$ cat src/rtl/conv_layer_scheduler_pkg.sv
// Shared types and derived-size helpers for the conv layer scheduler.
package conv_layer_scheduler_pkg;

  typedef enum logic [2:0] {
    ST_IDLE    = 3'd0,
    ST_ISSUE   = 3'd1,
    ST_WAIT    = 3'd2,
    ST_ADVANCE = 3'd3,
    ST_DONE    = 3'd4
  } state_e;

  function automatic int out_dim(input int img, input int k);
    return img - k + 1;
  endfunction

  function automatic int num_windows(input int img_w, input int img_h, input int k, input int nf);
    return nf * out_dim(img_w, k) * out_dim(img_h, k);
  endfunction

  // Counter width that never collapses to zero bits for single-entry dimensions.
  function automatic int cnt_w(input int n);
    return (n <= 1) ? 1 : $clog2(n);
  endfunction

endpackage

$ cat src/rtl/conv_layer_scheduler_if.sv
// Scheduler <-> controller/engine signal bundle; master is the scheduler side.
interface conv_layer_scheduler_if #(
  parameter int IMG_W      = 28,
  parameter int IMG_H      = 28,
  parameter int K          = 3,
  parameter int NUM_FILT   = 4,
  parameter int ADDR_W     = 10,
  parameter int OUT_ADDR_W = 12
);
  localparam int OW = conv_layer_scheduler_pkg::out_dim(IMG_W, K);
  localparam int OH = conv_layer_scheduler_pkg::out_dim(IMG_H, K);
  localparam int CW = conv_layer_scheduler_pkg::cnt_w(OW);
  localparam int RW = conv_layer_scheduler_pkg::cnt_w(OH);
  localparam int FW = conv_layer_scheduler_pkg::cnt_w(NUM_FILT);

  logic                  start;
  logic                  abort;
  logic                  eng_start;
  logic                  eng_done;
  logic [RW-1:0]         win_row;
  logic [CW-1:0]         win_col;
  logic [FW-1:0]         filt_idx;
  logic [ADDR_W-1:0]     in_base_addr;
  logic [OUT_ADDR_W-1:0] out_addr;
  logic                  busy;
  logic                  layer_done;
  logic                  proto_err;

  modport master (
    input  start, abort, eng_done,
    output eng_start, win_row, win_col, filt_idx, in_base_addr, out_addr,
           busy, layer_done, proto_err
  );

  modport slave (
    output start, abort, eng_done,
    input  eng_start, win_row, win_col, filt_idx, in_base_addr, out_addr,
           busy, layer_done, proto_err
  );
endinterface

$ cat src/rtl/conv_layer_scheduler_window_counter.sv
// Nested col/row/filter counters with multiplier-free window and output addressing.
module conv_layer_scheduler_window_counter
  import conv_layer_scheduler_pkg::*;
#(
  parameter int IMG_W      = 28,
  parameter int IMG_H      = 28,
  parameter int K          = 3,
  parameter int NUM_FILT   = 4,
  parameter int ADDR_W     = 10,
  parameter int OUT_ADDR_W = 12,
  localparam int OW = out_dim(IMG_W, K),
  localparam int OH = out_dim(IMG_H, K),
  localparam int CW = cnt_w(OW),
  localparam int RW = cnt_w(OH),
  localparam int FW = cnt_w(NUM_FILT)
) (
  input  logic                  clk,
  input  logic                  rst_n,
  input  logic                  clear_i,
  input  logic                  step_i,
  output logic [CW-1:0]         col_o,
  output logic [RW-1:0]         row_o,
  output logic [FW-1:0]         filt_o,
  output logic [ADDR_W-1:0]     in_base_o,
  output logic [OUT_ADDR_W-1:0] out_addr_o,
  output logic                  last_o
);
  logic [CW-1:0]         col_q, col_d;
  logic [RW-1:0]         row_q, row_d;
  logic [FW-1:0]         filt_q, filt_d;
  logic [ADDR_W-1:0]     in_base_q, in_base_d;
  logic [OUT_ADDR_W-1:0] out_addr_q, out_addr_d;
  logic                  col_wrap, row_wrap, filt_wrap;

  assign col_wrap  = (col_q == CW'(OW - 1));
  assign row_wrap  = (row_q == RW'(OH - 1));
  assign filt_wrap = (filt_q == FW'(NUM_FILT - 1));

  always_comb begin
    col_d      = col_q;
    row_d      = row_q;
    filt_d     = filt_q;
    in_base_d  = in_base_q;
    out_addr_d = out_addr_q;
    if (clear_i) begin
      col_d      = '0;
      row_d      = '0;
      filt_d     = '0;
      in_base_d  = '0;
      out_addr_d = '0;
    end else if (step_i) begin
      out_addr_d = out_addr_q + 1'b1;
      if (!col_wrap) begin
        col_d     = col_q + 1'b1;
        in_base_d = in_base_q + 1'b1;
      end else if (!row_wrap) begin
        // Skipping the K-1 pixels right of the last window lands on the next row start.
        col_d     = '0;
        row_d     = row_q + 1'b1;
        in_base_d = in_base_q + ADDR_W'(K);
      end else begin
        col_d     = '0;
        row_d     = '0;
        in_base_d = '0;
        filt_d    = filt_wrap ? '0 : filt_q + 1'b1;
      end
    end
  end

  always_ff @(posedge clk or negedge rst_n) begin
    if (!rst_n) begin
      col_q      <= '0;
      row_q      <= '0;
      filt_q     <= '0;
      in_base_q  <= '0;
      out_addr_q <= '0;
    end else begin
      col_q      <= col_d;
      row_q      <= row_d;
      filt_q     <= filt_d;
      in_base_q  <= in_base_d;
      out_addr_q <= out_addr_d;
    end
  end

  assign col_o      = col_q;
  assign row_o      = row_q;
  assign filt_o     = filt_q;
  assign in_base_o  = in_base_q;
  assign out_addr_o = out_addr_q;
  assign last_o     = col_wrap && row_wrap && filt_wrap;
endmodule

$ cat src/rtl/conv_layer_scheduler.sv
// Layer sequencer: issues one engine start per output window of every filter.
module conv_layer_scheduler
  import conv_layer_scheduler_pkg::*;
#(
  parameter int IMG_W      = 28,
  parameter int IMG_H      = 28,
  parameter int K          = 3,
  parameter int NUM_FILT   = 4,
  parameter int ADDR_W     = 10,
  parameter int OUT_ADDR_W = 12
) (
  input  logic                   clk,
  input  logic                   rst_n,
  conv_layer_scheduler_if.master bus
);
  localparam int OW = out_dim(IMG_W, K);
  localparam int OH = out_dim(IMG_H, K);
  localparam int CW = cnt_w(OW);
  localparam int RW = cnt_w(OH);
  localparam int FW = cnt_w(NUM_FILT);

  state_e state_q, state_d;
  logic   eng_start_q, eng_start_d;
  logic   busy_q, busy_d;
  logic   layer_done_q, layer_done_d;
  logic   proto_err_q, proto_err_d;
  logic   clear, step, last;

  logic [CW-1:0]         col;
  logic [RW-1:0]         row;
  logic [FW-1:0]         filt;
  logic [ADDR_W-1:0]     in_base;
  logic [OUT_ADDR_W-1:0] out_addr;

  assign clear = (state_q == ST_IDLE) && bus.start && !bus.abort;
  assign step  = (state_q == ST_ADVANCE) && !bus.abort;

  conv_layer_scheduler_window_counter #(
    .IMG_W(IMG_W), .IMG_H(IMG_H), .K(K), .NUM_FILT(NUM_FILT),
    .ADDR_W(ADDR_W), .OUT_ADDR_W(OUT_ADDR_W)
  ) u_cnt (
    .clk(clk), .rst_n(rst_n), .clear_i(clear), .step_i(step),
    .col_o(col), .row_o(row), .filt_o(filt),
    .in_base_o(in_base), .out_addr_o(out_addr), .last_o(last)
  );

  always_ff @(posedge clk or negedge rst_n) begin
    if (!rst_n) begin
      state_q      <= ST_IDLE;
      eng_start_q  <= 1'b0;
      busy_q       <= 1'b0;
      layer_done_q <= 1'b0;
      proto_err_q  <= 1'b0;
    end else begin
      state_q      <= state_d;
      eng_start_q  <= eng_start_d;
      busy_q       <= busy_d;
      layer_done_q <= layer_done_d;
      proto_err_q  <= proto_err_d;
    end
  end

  // Abort beats everything outside IDLE, including a coincident eng_done.
  always_comb begin
    state_d = state_q;
    if (state_q != ST_IDLE && bus.abort) begin
      state_d = ST_IDLE;
    end else begin
      case (state_q)
        ST_IDLE:    if (bus.start && !bus.abort) state_d = ST_ISSUE;
        ST_ISSUE:   state_d = ST_WAIT;
        ST_WAIT:    if (bus.eng_done) state_d = ST_ADVANCE;
        ST_ADVANCE: state_d = last ? ST_DONE : ST_ISSUE;
        ST_DONE:    state_d = ST_IDLE;
        default:    state_d = ST_IDLE;
      endcase
    end
  end

  // Outputs are registered from the next state so each pulse lines up with its state.
  always_comb begin
    eng_start_d  = (state_d == ST_ISSUE);
    busy_d       = (state_d != ST_IDLE);
    layer_done_d = (state_d == ST_DONE);
    proto_err_d  = (clear ? 1'b0 : proto_err_q) | (bus.eng_done && (state_q != ST_WAIT));
  end

  assign bus.eng_start    = eng_start_q;
  assign bus.busy         = busy_q;
  assign bus.layer_done   = layer_done_q;
  assign bus.proto_err    = proto_err_q;
  assign bus.win_col      = col;
  assign bus.win_row      = row;
  assign bus.filt_idx     = filt;
  assign bus.in_base_addr = in_base;
  assign bus.out_addr     = out_addr;
endmodule
$ cat src/flat_wrapper.sv
// flat-port wrapper written by rule: the top's interface ports become plain ports
module conv_layer_scheduler_flat import conv_layer_scheduler_pkg::*;
#(
  parameter int IMG_W      = 28,
  parameter int IMG_H      = 28,
  parameter int K          = 3,
  parameter int NUM_FILT   = 4,
  parameter int ADDR_W     = 10,
  parameter int OUT_ADDR_W = 12
)
  (clk, rst_n, bus_start, bus_abort, bus_eng_done, bus_eng_start, bus_win_row, bus_win_col, bus_filt_idx, bus_in_base_addr, bus_out_addr, bus_busy, bus_layer_done, bus_proto_err);
  conv_layer_scheduler_if #(.IMG_W(IMG_W), .IMG_H(IMG_H), .K(K), .NUM_FILT(NUM_FILT), .ADDR_W(ADDR_W), .OUT_ADDR_W(OUT_ADDR_W)) bus_i ();
  input  logic clk;
  input  logic rst_n;
  input wire logic [$bits(bus_i.start)-1:0] bus_start;
  input wire logic [$bits(bus_i.abort)-1:0] bus_abort;
  input wire logic [$bits(bus_i.eng_done)-1:0] bus_eng_done;
  output wire logic [$bits(bus_i.eng_start)-1:0] bus_eng_start;
  output wire logic [$bits(bus_i.win_row)-1:0] bus_win_row;
  output wire logic [$bits(bus_i.win_col)-1:0] bus_win_col;
  output wire logic [$bits(bus_i.filt_idx)-1:0] bus_filt_idx;
  output wire logic [$bits(bus_i.in_base_addr)-1:0] bus_in_base_addr;
  output wire logic [$bits(bus_i.out_addr)-1:0] bus_out_addr;
  output wire logic [$bits(bus_i.busy)-1:0] bus_busy;
  output wire logic [$bits(bus_i.layer_done)-1:0] bus_layer_done;
  output wire logic [$bits(bus_i.proto_err)-1:0] bus_proto_err;
  assign bus_i.start = bus_start;
  assign bus_i.abort = bus_abort;
  assign bus_i.eng_done = bus_eng_done;
  assign bus_eng_start = bus_i.eng_start;
  assign bus_win_row = bus_i.win_row;
  assign bus_win_col = bus_i.win_col;
  assign bus_filt_idx = bus_i.filt_idx;
  assign bus_in_base_addr = bus_i.in_base_addr;
  assign bus_out_addr = bus_i.out_addr;
  assign bus_busy = bus_i.busy;
  assign bus_layer_done = bus_i.layer_done;
  assign bus_proto_err = bus_i.proto_err;
  conv_layer_scheduler #(.IMG_W(IMG_W), .IMG_H(IMG_H), .K(K), .NUM_FILT(NUM_FILT), .ADDR_W(ADDR_W), .OUT_ADDR_W(OUT_ADDR_W)) u_core (.clk(clk), .rst_n(rst_n), .bus(bus_i));
endmodule
$ cat config.mk
export PLATFORM = sky130hd
export DESIGN_NAME = conv_layer_scheduler_flat
export DESIGN_NICKNAME = d
export VERILOG_FILES = /design/src/rtl/conv_layer_scheduler_pkg.sv /design/src/rtl/conv_layer_scheduler_if.sv /design/src/rtl/conv_layer_scheduler_window_counter.sv /design/src/rtl/conv_layer_scheduler.sv /design/src/flat_wrapper.sv
export SDC_FILE = /design/constraint.sdc
export NUM_CORES = 1
export LEC_CHECK = 0
export CAP_MARGIN = 20
export CELL_PAD_IN_SITES_DETAIL_PLACEMENT = 2
export CELL_PAD_IN_SITES_GLOBAL_PLACEMENT = 2
export CORE_MARGIN = 4
export CORE_UTILIZATION = 35
export CTS_CLUSTER_SIZE = 20
export DETAILED_ROUTE_END_ITERATION = 16
export PLACE_DENSITY_LB_ADDON = 0.12
export SLEW_MARGIN = 25
export SYNTH_ARGS = -nofsm -noshare
export SYNTH_HDL_FRONTEND = slang
export SYNTH_HIERARCHICAL = 1
export SYNTH_SLANG_ARGS = --single-unit
$ cat constraint.sdc
create_clock -name clk -period 4.6 [get_ports clk]
set_input_delay 0.69 -clock clk [delete_from_list [all_inputs] [get_ports clk]]
set_output_delay 0.69 -clock clk [all_outputs]
set_load 0.02 [all_outputs]
==> results.md, run 1 <==
- Status: complete, no violations
- Final ANT Viol Nets: 0
- Layout cells sized above 1: 8.68%
- Compound-cell area share of the yosys netlist: 11.9%
- Sequential-to-total area share from yosys stat: 46.1%
- Area leader, netlist: dfrtp_1
- H-tree depth: 2
- Delay of the slowest cell on the worst path: 0.59 ns
- Setup crit end kind: register
- Final hold vios: 0
- Crit Path Max Fanout: 16
- Hold Path Class: primary input to asynchronous set/reset pin
- I/O pin count: 43
- Starting Density: 36.9%
- Vias in the first global route: 2110
- WL/cell: 18.5 µm
- Nets: 277
- Slew margin rel.: 54.8%
- Synth Area in Adders: 5.46%
- Mean post-synth cell area: 10.1 µm²
- Clock transition at path regs: 0.09 ns
- Vias after detailed routing: 1868
- Post-synth EDFFs: 0
- Router iterations before antenna repair: 4
- Final setup TNS: 0 ns
- Worst setup path category: primary input to register
- Non-Filler Instances: 340
- Syn Inst Count: 221
- First-pass GRT wire length: 10800 µm
- Via/cell ratio: 5.49
- Simple-gate share of the synthesized area: 22.4%
- Worst-Skew Late Latency: 0.30 ns
- I/O Buffers: 42
- Pin count of the biggest net entering global routing: 42
- Max cap viols: 0
- Remaining DRCs: 0
- Die area: 0.00769 mm²
- Site Rows: 28
- Final Cycle Share: 62.0%
- Cts hold-fix bufs: 0
- CTS tree: yes
- Startpoint types: primary input
- Final Max Slew Viols: 0
- Worst slew pin tran: 0.670 ns
- Chip height: 87.7 µm
- Synth warn: 6
- Crit-path cells: clkdlybuf4s50_1 > nor2_1 > and3_1 > buf_4 > inv_1 > o21ai_0 > nand2_1 > o31ai_1
- Register area: 0.00103 mm²
- Hold WS: 0.372 ns
- Peak supply drop: 0.168 mV
- P&R area growth vs syn: 27.5%
- Post-synth ARST share: 100%
- Max frequency: 351 MHz
- R2R setup slack: 2.19 ns
- Largest family of logic cells by synthesized area: simple AND/OR/NAND/NOR gates
- CTS sink cnt: 41
- Power per cell area: 348 mW/mm²
- Final Setup Violations: 0
- Clock skew: 0.0106 ns
- Crit path DAT: 3.07 ns
- Clk root buf: clkbuf_8
- Mux cell area share after synthesis: 3.77%
- Initial antenna violation count: 0
- Top_reg_cell synth: dfrtp_1
- Width of the chip: 87.7 µm
- Setup bufs post-CTS: 0
- Synth top area share: 46.1%
- Antenna cells: 0
- Layout fillers: 652
- WL final: 6290 µm
- Slowest cell on the critical path: o21ai_0
- Gr ovfl total: 0
- Initial DRC count: 47
- Leak pwr: 1.22 nW
- Gpl congestion: 0.739
- R2R cell count: 7
- Area of the multi-input gates: 0.00111 mm²
- Critical Path RT: 4.81 ns
- Fin crit period: 2.85 ns
- Synthesized Nets: 234
- RSZ-0062 raised after global routing: no
- Synth Area in XOR/XNOR: 6.30%
- Yosys reg bits: 41
- Post-DP HPWL: 4290 µm
- Yosys cell types: 51
- Reg-to-Reg End: u_core/u_cnt/row_o[3]
- CTS Buffer Depth: 2
- Dpl cells: 332
- Core area: 0.00603 mm²
- CTS buffer count: 5
- Global Route Usage Sum: 18.1%
- FF-to-FF Start: u_core/state_q[0]
- Netlist area before placement: 0.00222 mm²
- Number of gates resized after CTS: 0
- Area contributors post-synth: dfrtp_1 46%, ha_1 4.5%, nor2_1 4.1%, xor2_1 3.5%, o21ai_0 3.2%
- Core Util, Final: 47.0%
==> placed cells by master, fill, tap and decap left out, drive strengths merged, types with 8 or more instances in the layout <==
master,instances
o21ai,15
inv,9
dfrtp,41
nor2,24
nand2,13
xor2,9
nand3,11
clkdlybuf4s50,41
ha,8
==> worst max-delay path: cells and delay by family <==
family / cells / cell delay (ns)
compound gates: 2 / 0.87
simple gates: 3 / 0.61
buf+inv: 3 / 0.89
==> power by group <==
| group | internal [mW] | switching, mW | total [mW] |
|---|---|---|---|
| clock | 0.216 | 0.135 | 0.351 |
| combinational | 0.0932 | 0.108 | 0.201 |
| sequential | 0.390 | 0.0433 | 0.433 |
| total | 0.699 | 0.286 | 0.985 |
==> Yosys cell counts, types with 3 or more instances <==
cell type / instances
nand4_1: 7
inv_1: 9
and3_1: 7
buf_6: 3
o21ai_0: 14
nand4b_1: 3
xor2_1: 9
and2_1: 3
ha_1: 8
dfrtp_1: 41
nand2_1: 13
mux2_2: 3
mux2i_1: 5
nand3_1: 11
nor2_1: 24
nor3_1: 7
xnor2_1: 7
a21oi_1: 7
==> sequential cells by signal, indices dropped and copies added, names as in the netlist <==
register	cells
u_core/u_cnt/in_base_o	10
u_core/u_cnt/out_addr_o	12
u_core/u_cnt/col_o	5
u_core/bus.eng_start	1
u_core/u_cnt/filt_o	2
u_core/bus.layer_done	1
u_core/state_q	3
u_core/bus.busy	1
u_core/bus.proto_err	1
u_core/u_cnt/row_o	5
==> worst max-delay path by stage <==
| stage | startpoint | to |
|---|---|---|
| floorplan | bus_start | u_core/u_cnt/in_base_o[3] |
| global placement | bus_start | u_core/u_cnt/row_o[4] |
| detailed placement | bus_abort | u_core/u_cnt/row_o[3] |
| CTS | bus_abort | u_core/u_cnt/row_o[3] |
| global route | bus_abort | u_core/u_cnt/row_o[4] |
| finish | bus_abort | u_core/u_cnt/row_o[3] |
==> through the flow <==
stage	total power [mW]	setup WS, ns	instance area (µm²)
final	0.985	1.75	2830
after global routing	1.04	1.47	2830
after global placement	0.638	1.54	2700
after CTS	0.999	1.73	2830
after detailed placement	0.644	1.41	2700
after floorplan	0.543	2.10	2220
==> metal layers <==
| layer | track usage, % | part of all wire [%] |
|---|---|---|
| met5 | 0 | 0 |
| met4 | 4.18 | 0.94 |
| met3 | 3.86 | 3.1 |
| met2 | 30.7 | 50 |
| met1 | 23.6 | 46 |
==> final cells by class <==
cell class	instances	area share, %
Tap cell	75	3.31
Clock inverter	3	2.30
Clock buffer	5	2.43
Inverter	9	1.19
Multi-Input combinational cell	163	39.3
Timing Repair Buffer	44	15.3
Sequential cell	41	36.2
==> logic make-up (layout without fill, tap and decap cells) <==
| kind of cell | count (synthesis) | in the layout |
|---|---|---|
| XOR/XNOR | 16 | 16 |
| AND/OR/NAND/NOR | 91 | 91 |
| multiplexers | 8 | 8 |
| flip-flops | 41 | 41 |
| adder cells (fa/ha/maj) | 10 | 10 |
| AO/OA/AOI/OAI | 38 | 38 |
| buffers and inverters | 17 | 61 |
(Power assumes the default switching activity.)
==> run 2: changes to the inputs <==
--- a/config.mk
+++ b/config.mk
@@ -9,7 +9,7 @@
 export CELL_PAD_IN_SITES_DETAIL_PLACEMENT = 2
 export CELL_PAD_IN_SITES_GLOBAL_PLACEMENT = 2
 export CORE_MARGIN = 4
-export CORE_UTILIZATION = 35
+export CORE_UTILIZATION = 32
 export CTS_CLUSTER_SIZE = 20
 export DETAILED_ROUTE_END_ITERATION = 16
 export PLACE_DENSITY_LB_ADDON = 0.12
==> constraint.sdc (replaced) <==
create_clock -name clk -period 2.9 [get_ports clk]
set_input_delay 0.435 -clock clk [delete_from_list [all_inputs] [get_ports clk]]
set_output_delay 0.435 -clock clk [all_outputs]
set_load 0.02 [all_outputs]
==> results.md, run 2 (same netlist as run 1, synthesis figures left out) <==
- Worst-Skew Late Latency: 0.29 ns
- Power per cell area: 523 mW/mm²
- Final ANT Viol Nets: 0
- Final hold vios: 0
- I/O pin count: 43
- Commonest cells after routing, fill and taps aside: 41 x clkdlybuf4s50_1, 41 x dfrtp_1, 24 x nor2_1
- P&R area growth vs syn: 28.6%
- Starting Density: 32.9%
- Vias after detailed routing: 1866
- Core area: 0.00676 mm²
- Crit path DAT: 2.55 ns
- Clock skew: 0.00278 ns
- WL/cell: 17.1 µm
- Width of the chip: 91.4 µm
- Fin crit period: 2.37 ns
- Setup bufs post-CTS: 0
- Nets: 282
- Via/cell ratio: 5.33
- CTS Buffer Depth: 2
- Met3 usage: 2.90%
- Peak supply drop: 0.231 mV
- Register area: 0.00103 mm²
- Cts hold-fix bufs: 0
- Chip height: 91.4 µm
- Startpoint types: primary input
- First-pass GRT wire length: 10500 µm
- Worst setup path category: primary input to register
- CTS buffer count: 5
- GR Layer Usage met1: 21.4%
- H-tree depth: 2
- Number of gates resized after CTS: 0
- Critical Path RT: 3.08 ns
- Router iterations before antenna repair: 4
- Slew margin rel.: 60.9%
- Site Rows: 30
- Clock transition at path regs: 0.08 ns
- Area of the multi-input gates: 0.00111 mm²
- Max reg flops: 12
- Remaining DRCs: 0
- Vias in the first global route: 1982
- Gpl congestion: 0.718
- Die area: 0.00835 mm²
- Hold WS: 0.122 ns
- Final Setup Violations: 0
- RSZ-0062 raised after global routing: no
- Layout cells sized above 1: 10.0%
- Status: complete, no violations
- Final setup TNS: 0 ns
- Setup crit end kind: register
- WL final: 6000 µm
- Max frequency: 422 MHz
- Final Max Slew Viols: 0
- CTS sink cnt: 41
- Initial antenna violation count: 0
- Clk root buf: clkbuf_8
- Global Route Usage Sum: 15.5%
- Hold Path Class: primary input to asynchronous set/reset pin
- Max cap viols: 0
- Worst slew pin tran: 0.584 ns
- CTS tree: yes
- Dpl cells: 342
- Gr ovfl total: 0
- Grt peak-use layer: met2
- I/O Buffers: 42
- Post-DP HPWL: 4390 µm
- Leak pwr: 1.23 nW
- Final Cycle Share: 81.8%
- M2 GR Usage: 25.1%
- Initial DRC count: 53
- Antenna cells: 0
- Crit Path Max Fanout: 12
- Non-Filler Instances: 350
- Layout fillers: 760
- Pin count of the biggest net entering global routing: 42
[run 2: changes by cell type in the layout (fill, tap and decap cells not counted)]
cell / delta
clkbuf_1: +1
clkinv_2: -1
bufinv_16: -1
clkbuf_8: +1
buf_4: +5
[run 2: per-layer routing]
layer	share of wire, %	wire length, µm
met5	0	0
met4	1.0	63
met3	2.9	176
met2	48	2870
met1	48	2890
[run 2: critical path, stage by stage]
cell             delay, ns
clkdlybuf4s50_1       0.50
or3b_4                0.41
nor3_2                0.12
buf_4                 0.23
o2111ai_1             0.19
nor2_1                0.23
nand4_1               0.15
mux2_2                0.30
[run 2: through the flow]
stage / setup WS (ns) / area, µm² / utilization, % / total power [mW]
global placement: 0.316 / 2740 / 40.6 / 1.02
global route: 0.375 / 2860 / 42.3 / 1.59
CTS: 0.505 / 2860 / 42.3 / 1.52
detailed placement: 0.188 / 2740 / 40.6 / 1.02
floorplan: 0.602 / 2220 / - / 0.862
finish: 0.528 / 2860 / 42.3 / 1.50
[run 2: path summary, 6_finish.rpt]
path	start	to	slack (ns)	cells after the start
setup / recovery	bus_start	u_core/u_cnt/out_addr_o[11]	0.53	8
hold / removal	rst_n	u_core/bus.busy	0.12	1
setup reg to reg	u_core/state_q[0]	u_core/u_cnt/out_addr_o[11]	0.68	7
hold reg to reg	u_core/state_q[2]	u_core/state_q[1]	0.51	1
max in group asynchronous	rst_n	u_core/u_cnt/filt_o[1]	2.41	1
min in group clk	u_core/state_q[2]	u_core/state_q[1]	0.51	1
[run 2: cell type report]
class | count | share of cell area [%]
well taps | 80 | 3.50
multi-input cells | 163 | 38.9
clock buffers | 7 | 3.02
inverters | 9 | 1.18
clock inverters | 1 | 1.05
repair buffers | 49 | 16.4
flip-flops and latches | 41 | 35.9
[run 2: power breakdown]
group | switching (mW) | leakage (nW) | internal (mW)
clock network | 0.206 | 0.0585 | 0.281
registers | 0.0668 | 0.553 | 0.618
logic | 0.172 | 0.622 | 0.153
total | 0.445 | 1.23 | 1.05
==> run 3: changes to the inputs <==
--- a/config.mk
+++ b/config.mk
@@ -9,7 +9,7 @@
 export CELL_PAD_IN_SITES_DETAIL_PLACEMENT = 2
 export CELL_PAD_IN_SITES_GLOBAL_PLACEMENT = 2
 export CORE_MARGIN = 4
-export CORE_UTILIZATION = 32
+export CORE_UTILIZATION = 29
 export CTS_CLUSTER_SIZE = 20
 export DETAILED_ROUTE_END_ITERATION = 16
 export PLACE_DENSITY_LB_ADDON = 0.12
==> constraint.sdc (replaced) <==
create_clock -name clk -period 2.1 [get_ports clk]
set_input_delay 0.315 -clock clk [delete_from_list [all_inputs] [get_ports clk]]
set_output_delay 0.315 -clock clk [all_outputs]
set_load 0.02 [all_outputs]
==> results.md, run 3 (same netlist as run 1, synthesis figures left out) <==
- Status: complete, no violations
- Crit-path cells: or3b_4 > nor3_4 > buf_6 > o21ba_2 > mux2i_2 > or3_1 > a21oi_1
- R2R setup slack: 0.06 ns
- Remaining DRCs: 0
- Delay of the slowest cell on the worst path: 0.42 ns
- Vias after detailed routing: 1998
- CTS buffer count: 5
- Max cap viols: 0
- Final Max Slew Viols: 0
- Cell area after layout: 0.00314 mm²
- Pin count of the biggest net entering global routing: 42
- Placed cell areas: 0.00296 mm²
- Clock skew: 0.00701 ns
- Commonest cells after routing, fill and taps aside: 41 x dfrtp_1, 40 x clkdlybuf4s50_1, 34 x buf_4
- P&R area growth vs syn: 41.0%
- CTS Buffer Depth: 2
- Global Route Usage Sum: 15.3%
- WL/cell: 17.0 µm
- H-tree depth: 2
- Vias in the first global route: 2193
- Peak supply drop: 0.220 mV
- Layout cells sized above 1: 21.1%
- Startpoint types: register
- I/O Buffers: 42
- Die area: 0.00913 mm²
- WL final: 6750 µm
- Clk root buf: clkbuf_8
- Worst setup path category: register to register
- First-pass GRT wire length: 10900 µm
- Hold WS: 0.0953 ns
- Cts hold-fix bufs: 0
- Final setup TNS: 0 ns
- Final Cycle Share: 97.2%
- Final ANT Viol Nets: 0
- Clock transition at path regs: 0.08 ns
- Width of the chip: 95.6 µm
- Final Power: 2.17 mW
- Via/cell ratio: 5.03
- CTS tree: yes
- Max frequency: 490 MHz
- Non-Filler Instances: 397
- R2R cell count: 7
- Core area: 0.00737 mm²
- Router iterations before antenna repair: 4
- Slew margin rel.: 63.2%
- Initial antenna violation count: 0
- Gr ovfl total: 0
- Leak pwr: 1.37 nW
- Critical Path Source: u_core/state_q[0]
- Final hold vios: 0
- Starting Density: 30.2%
- Power per cell area: 691 mW/mm²
- I/O pin count: 43
- RSZ-0062 raised after global routing: yes
- Nets: 310
- Setup crit end kind: register
- Dpl cells: 386
- Chip height: 95.6 µm
- Crit path DAT: 2.26 ns
- Site Rows: 31
- Max reg flops: 12
- CP Capture Point: u_core/u_cnt/in_base_o[8]
- FF-to-FF Start: u_core/state_q[0]
- Critical Path RT: 2.32 ns
- Worst slew pin tran: 0.551 ns
- Layout fillers: 805
- Post-DP HPWL: 4840 µm
- CTS sink cnt: 41
- Final Setup Violations: 0
- Worst-Skew Late Latency: 0.30 ns
- Core Util, Final: 42.5%
- PnR worst setup slack: 0.0597 ns
- Fin crit period: 2.04 ns
- Pre-CTS WS: -0.393 ns
- Crit Path Max Fanout: 5
- Antenna cells: 0
- Gpl congestion: 0.741
- Hold Path Class: primary input to asynchronous set/reset pin
- Slowest cell on the critical path: or3b_4
- Reg-to-Reg End: u_core/u_cnt/in_base_o[8]
- Most common cell after layout, fill and taps aside: dfrtp_1
- Initial DRC count: 48
run 3: metal layers:
layer | vias to the layer above | GRT usage [%] | part of all wire, %
met4 | 0 | 3.55 | 0.58
met1 | 1022 | 20.6 | 47
met2 | 36 | 25.6 | 49
li1 | 936 | - | -
met3 | 4 | 2.53 | 3.1
met5 | - | 0 | 0
run 3: worst max-delay path: cells and delay by family, from the launching register on:
| kind | cells | cell delay, ns |
|---|---|---|
| DFF | 1 | 0.39 |
| AOI/OAI and AO/OA | 2 | 0.30 |
| muxes | 1 | 0.10 |
| and+or+nand+nor | 3 | 1.03 |
| buffers and inverters | 1 | 0.16 |
run 3: worst min path at each step:
stage                      from                    end  cells past startpoint
after floorplan           rst_n        u_core/bus.busy                      0
after global placement    rst_n  u_core/u_cnt/row_o[0]                      2
after detailed placement  rst_n  u_core/u_cnt/row_o[0]                      2
after CTS                 rst_n  u_core/u_cnt/row_o[0]                      2
after global routing      rst_n  u_core/u_cnt/col_o[0]                      2
final                     rst_n  u_core/u_cnt/row_o[3]                      2
run 3: area by class of cell:
cell class              instances  area [µm²]  area share [%]
clock inverters                 1        30.0           0.958
repair buffers                 77         681            21.7
inverters                       9        33.8            1.08
clock buffers                   7        86.3            2.75
well taps                      99         124            3.95
flip-flops and latches         41        1030            32.7
multi-input cells             163        1150            36.8
run 3: what timing repair did:
action	4_1_cts	5_1_grt
resized for setup	2	11
setup buffers	3	0
endpoints found under the setup margin	4	10
pin swaps	5	7
run 3: power by group:
part	internal [mW]	leakage, nW	total (mW)	switching [mW]
registers	0.854	0.553	0.924	0.0704
logic	0.272	0.762	0.558	0.287
clock network	0.388	0.0585	0.686	0.297
==> RTL edit, RTL diff (config.mk and constraints of run 1) <==
Re-encode `state_e` (5 states) as one-hot, 5 bits wide.
--- a/src/rtl/conv_layer_scheduler_pkg.sv
+++ b/src/rtl/conv_layer_scheduler_pkg.sv
@@ -2,10 +2,10 @@
 package conv_layer_scheduler_pkg;
 
-  typedef enum logic [2:0] {
-    ST_IDLE    = 3'd0,
-    ST_ISSUE   = 3'd1,
-    ST_WAIT    = 3'd2,
-    ST_ADVANCE = 3'd3,
-    ST_DONE    = 3'd4
+  typedef enum logic [4:0] {
+    ST_IDLE    = 5'b00001,
+    ST_ISSUE   = 5'b00010,
+    ST_WAIT    = 5'b00100,
+    ST_ADVANCE = 5'b01000,
+    ST_DONE    = 5'b10000
   } state_e;
 
Function: no difference found for any inputs over 10 cycles, from zero or initial values and one cycle with rst_n low; not proved beyond that.
==> RTL edit against run 1 <==
Final area grew 4.2%; sequential cell count grew 2; power grew 5.9%; first-iteration DRC count grew 11%; setup slack lost 290 ps; synthesized cell count grew 5.4%; sequential power grew 6.2%; clock skew grew 1.8 ps; routed wire length grew 3.3%; sequential share of layout area grew 0.30 points; area after synthesis grew 5.3%; largest cell class unchanged; largest power group unchanged.
==> RTL edit: results (changes against run 1) <==
clock_sinks: 43  # +4.9%
gp_congestion: 0.7745  # +4.9%
cp.arrival_ps: 3350  # +280 ps
synth_area_leaders: "dfrtp_1, ha_1, nor2_1"
clock_skew_ps: 12.43  # +1.792 ps
synth_commonest_cells: "dfrtp_1, nor2_1, nand2_1"
clock_area_frac: 0.03942  # -0.007817
grt_pass1_vias: 2219  # +5.2%
insertion_delay_ps: 310
cts_made_buffers: 5  # unchanged
root_buffer: "clkbuf_8"
place_area_mm2: 0.002833  # +5.0%
p_leak_nw: 1.269  # +4.3%
drt_iter0_markers: 52  # +11%
slew_headroom: 0.3371  # -0.2113
synth_fa_ha_area_frac: 0.05182  # -0.002770
synth_compound_area_frac: 0.1319  # +0.01264
grt_pass1_wl_um: 11490  # +6.6%
ys.flop_type: "dfrtp_1"
multi_input_area_mm2: 0.001187  # +6.6%
r2r_cells: 6  # -1
powerComb_w: 0.000264  # +31%
post-dp-hpwl_um: 4416  # +3.0%
multi_input_gates: 173  # +6.1%
met1_usage: 0.2309  # -0.004945
hold_path_class: "input port to async pin"
fin_util: 0.4596  # -0.01073
cp_max_fo: 13  # -3
status: "complete, no violations"
seq_area_mm2: 0.001077  # +5.0%
p_seq_frac: 0.441  # about the same
synth.area.mux_share: 0.03579  # -0.001913
layout-drive-gt1-share: 0.09353  # +0.006733
synth_edf_count: 0  # unchanged
numPortBuffers: 42  # unchanged
met3_usage: 0.03339  # -0.005181
num_vias: 1994  # +6.7%
placed_cells: 347  # +4.5%
seq_area_frac_synth: 0.4599  # -0.001516
fin_nets: 290  # +4.7%
postSynthAreaPerCell_um2: 10.05  # about the same
async_flop_share: 1.000  # unchanged
fp-row-count: 29  # +3.6%
use_met2: 0.2895  # -0.01738
synth_xor_xnor_area_share: 0.05609  # -0.006938
drt-total-wl_um: 6500  # +3.3%
nonClkBufAreaFrac: 0.1492  # -0.003544
cts_setup_buffers: 0  # unchanged
synth_nets: 246  # +5.1%
track_usage: 0.1723  # -0.008440
internal_power_w: 0.0007004  # +0.23%
ctsLongestPathBuffers: 2  # unchanged
grt_antenna_before_repair: 0  # unchanged
wl_per_cell_um: 18.31  # -1.0%
n_all_buffers: 45  # +2.3%
nFillCells: 703  # +7.8%
synth_cell_types: 56  # +9.8%
grt_start_max_net_pins: 44  # +4.8%
peakVddDrop_uv: 116.7  # -31%
==> RTL edit: changes by cell type in the layout (fill, tap and decap cells not counted), moves of 2 or more <==
cell,change
a211oi_1,+2
nor2b_1,+2
a21oi_1,+2
o21ai_0,-2
==> RTL edit: critical path, cell delays in order, from the launching register on <==
cell	delay (ps)
dfstp_2	590
or4b_1	610
nor3_2	850
inv_1	220
o21ai_0	290
nand2_1	210
o31ai_1	260
==> RTL edit: logic make-up after synthesis <==
kind of cell               after synthesis
buffers and inverters                   17
adders and majority gates               10
muxes                                    8
DFF                                     43
xor gates and xnor gates                15
AOI/OAI and AO/OA                       43
and+or+nand+nor                         97
==> RTL edit: path summary, 6_finish.rpt <==
kind | end | slack (ps) | startpoint
max | u_core/u_cnt/row_o[3] | 1460 | u_core/state_q[0]
min in group clk | u_core/u_cnt/row_o[4] | 540 | u_core/u_cnt/row_o[4]
max in group asynchronous | u_core/u_cnt/row_o[3] | 3820 | rst_n
min reg2reg | u_core/u_cnt/row_o[4] | 540 | u_core/u_cnt/row_o[4]
min | u_core/state_q[3] | 370 | rst_n
max reg2reg | u_core/u_cnt/row_o[3] | 1460 | u_core/state_q[0]
==> RTL edit: per-stage QoR <==
stage	total power (W)	setup WS, ps
CTS	0.001058	1438
detailed placement	0.0007353	1458
global placement	0.0007287	1535
finish	0.001043	1455
floorplan	0.0006193	1953
global route	0.001110	1156
==> RTL edit: per-layer routing <==
| metal | up-vias | part of all wire |
|---|---|---|
| met5 | - | 0 |
| met4 | 0 | 0.0063 |
| met3 | 4 | 0.027 |
| met2 | 32 | 0.49 |
| met1 | 1027 | 0.48 |
| li1 | 931 | - |
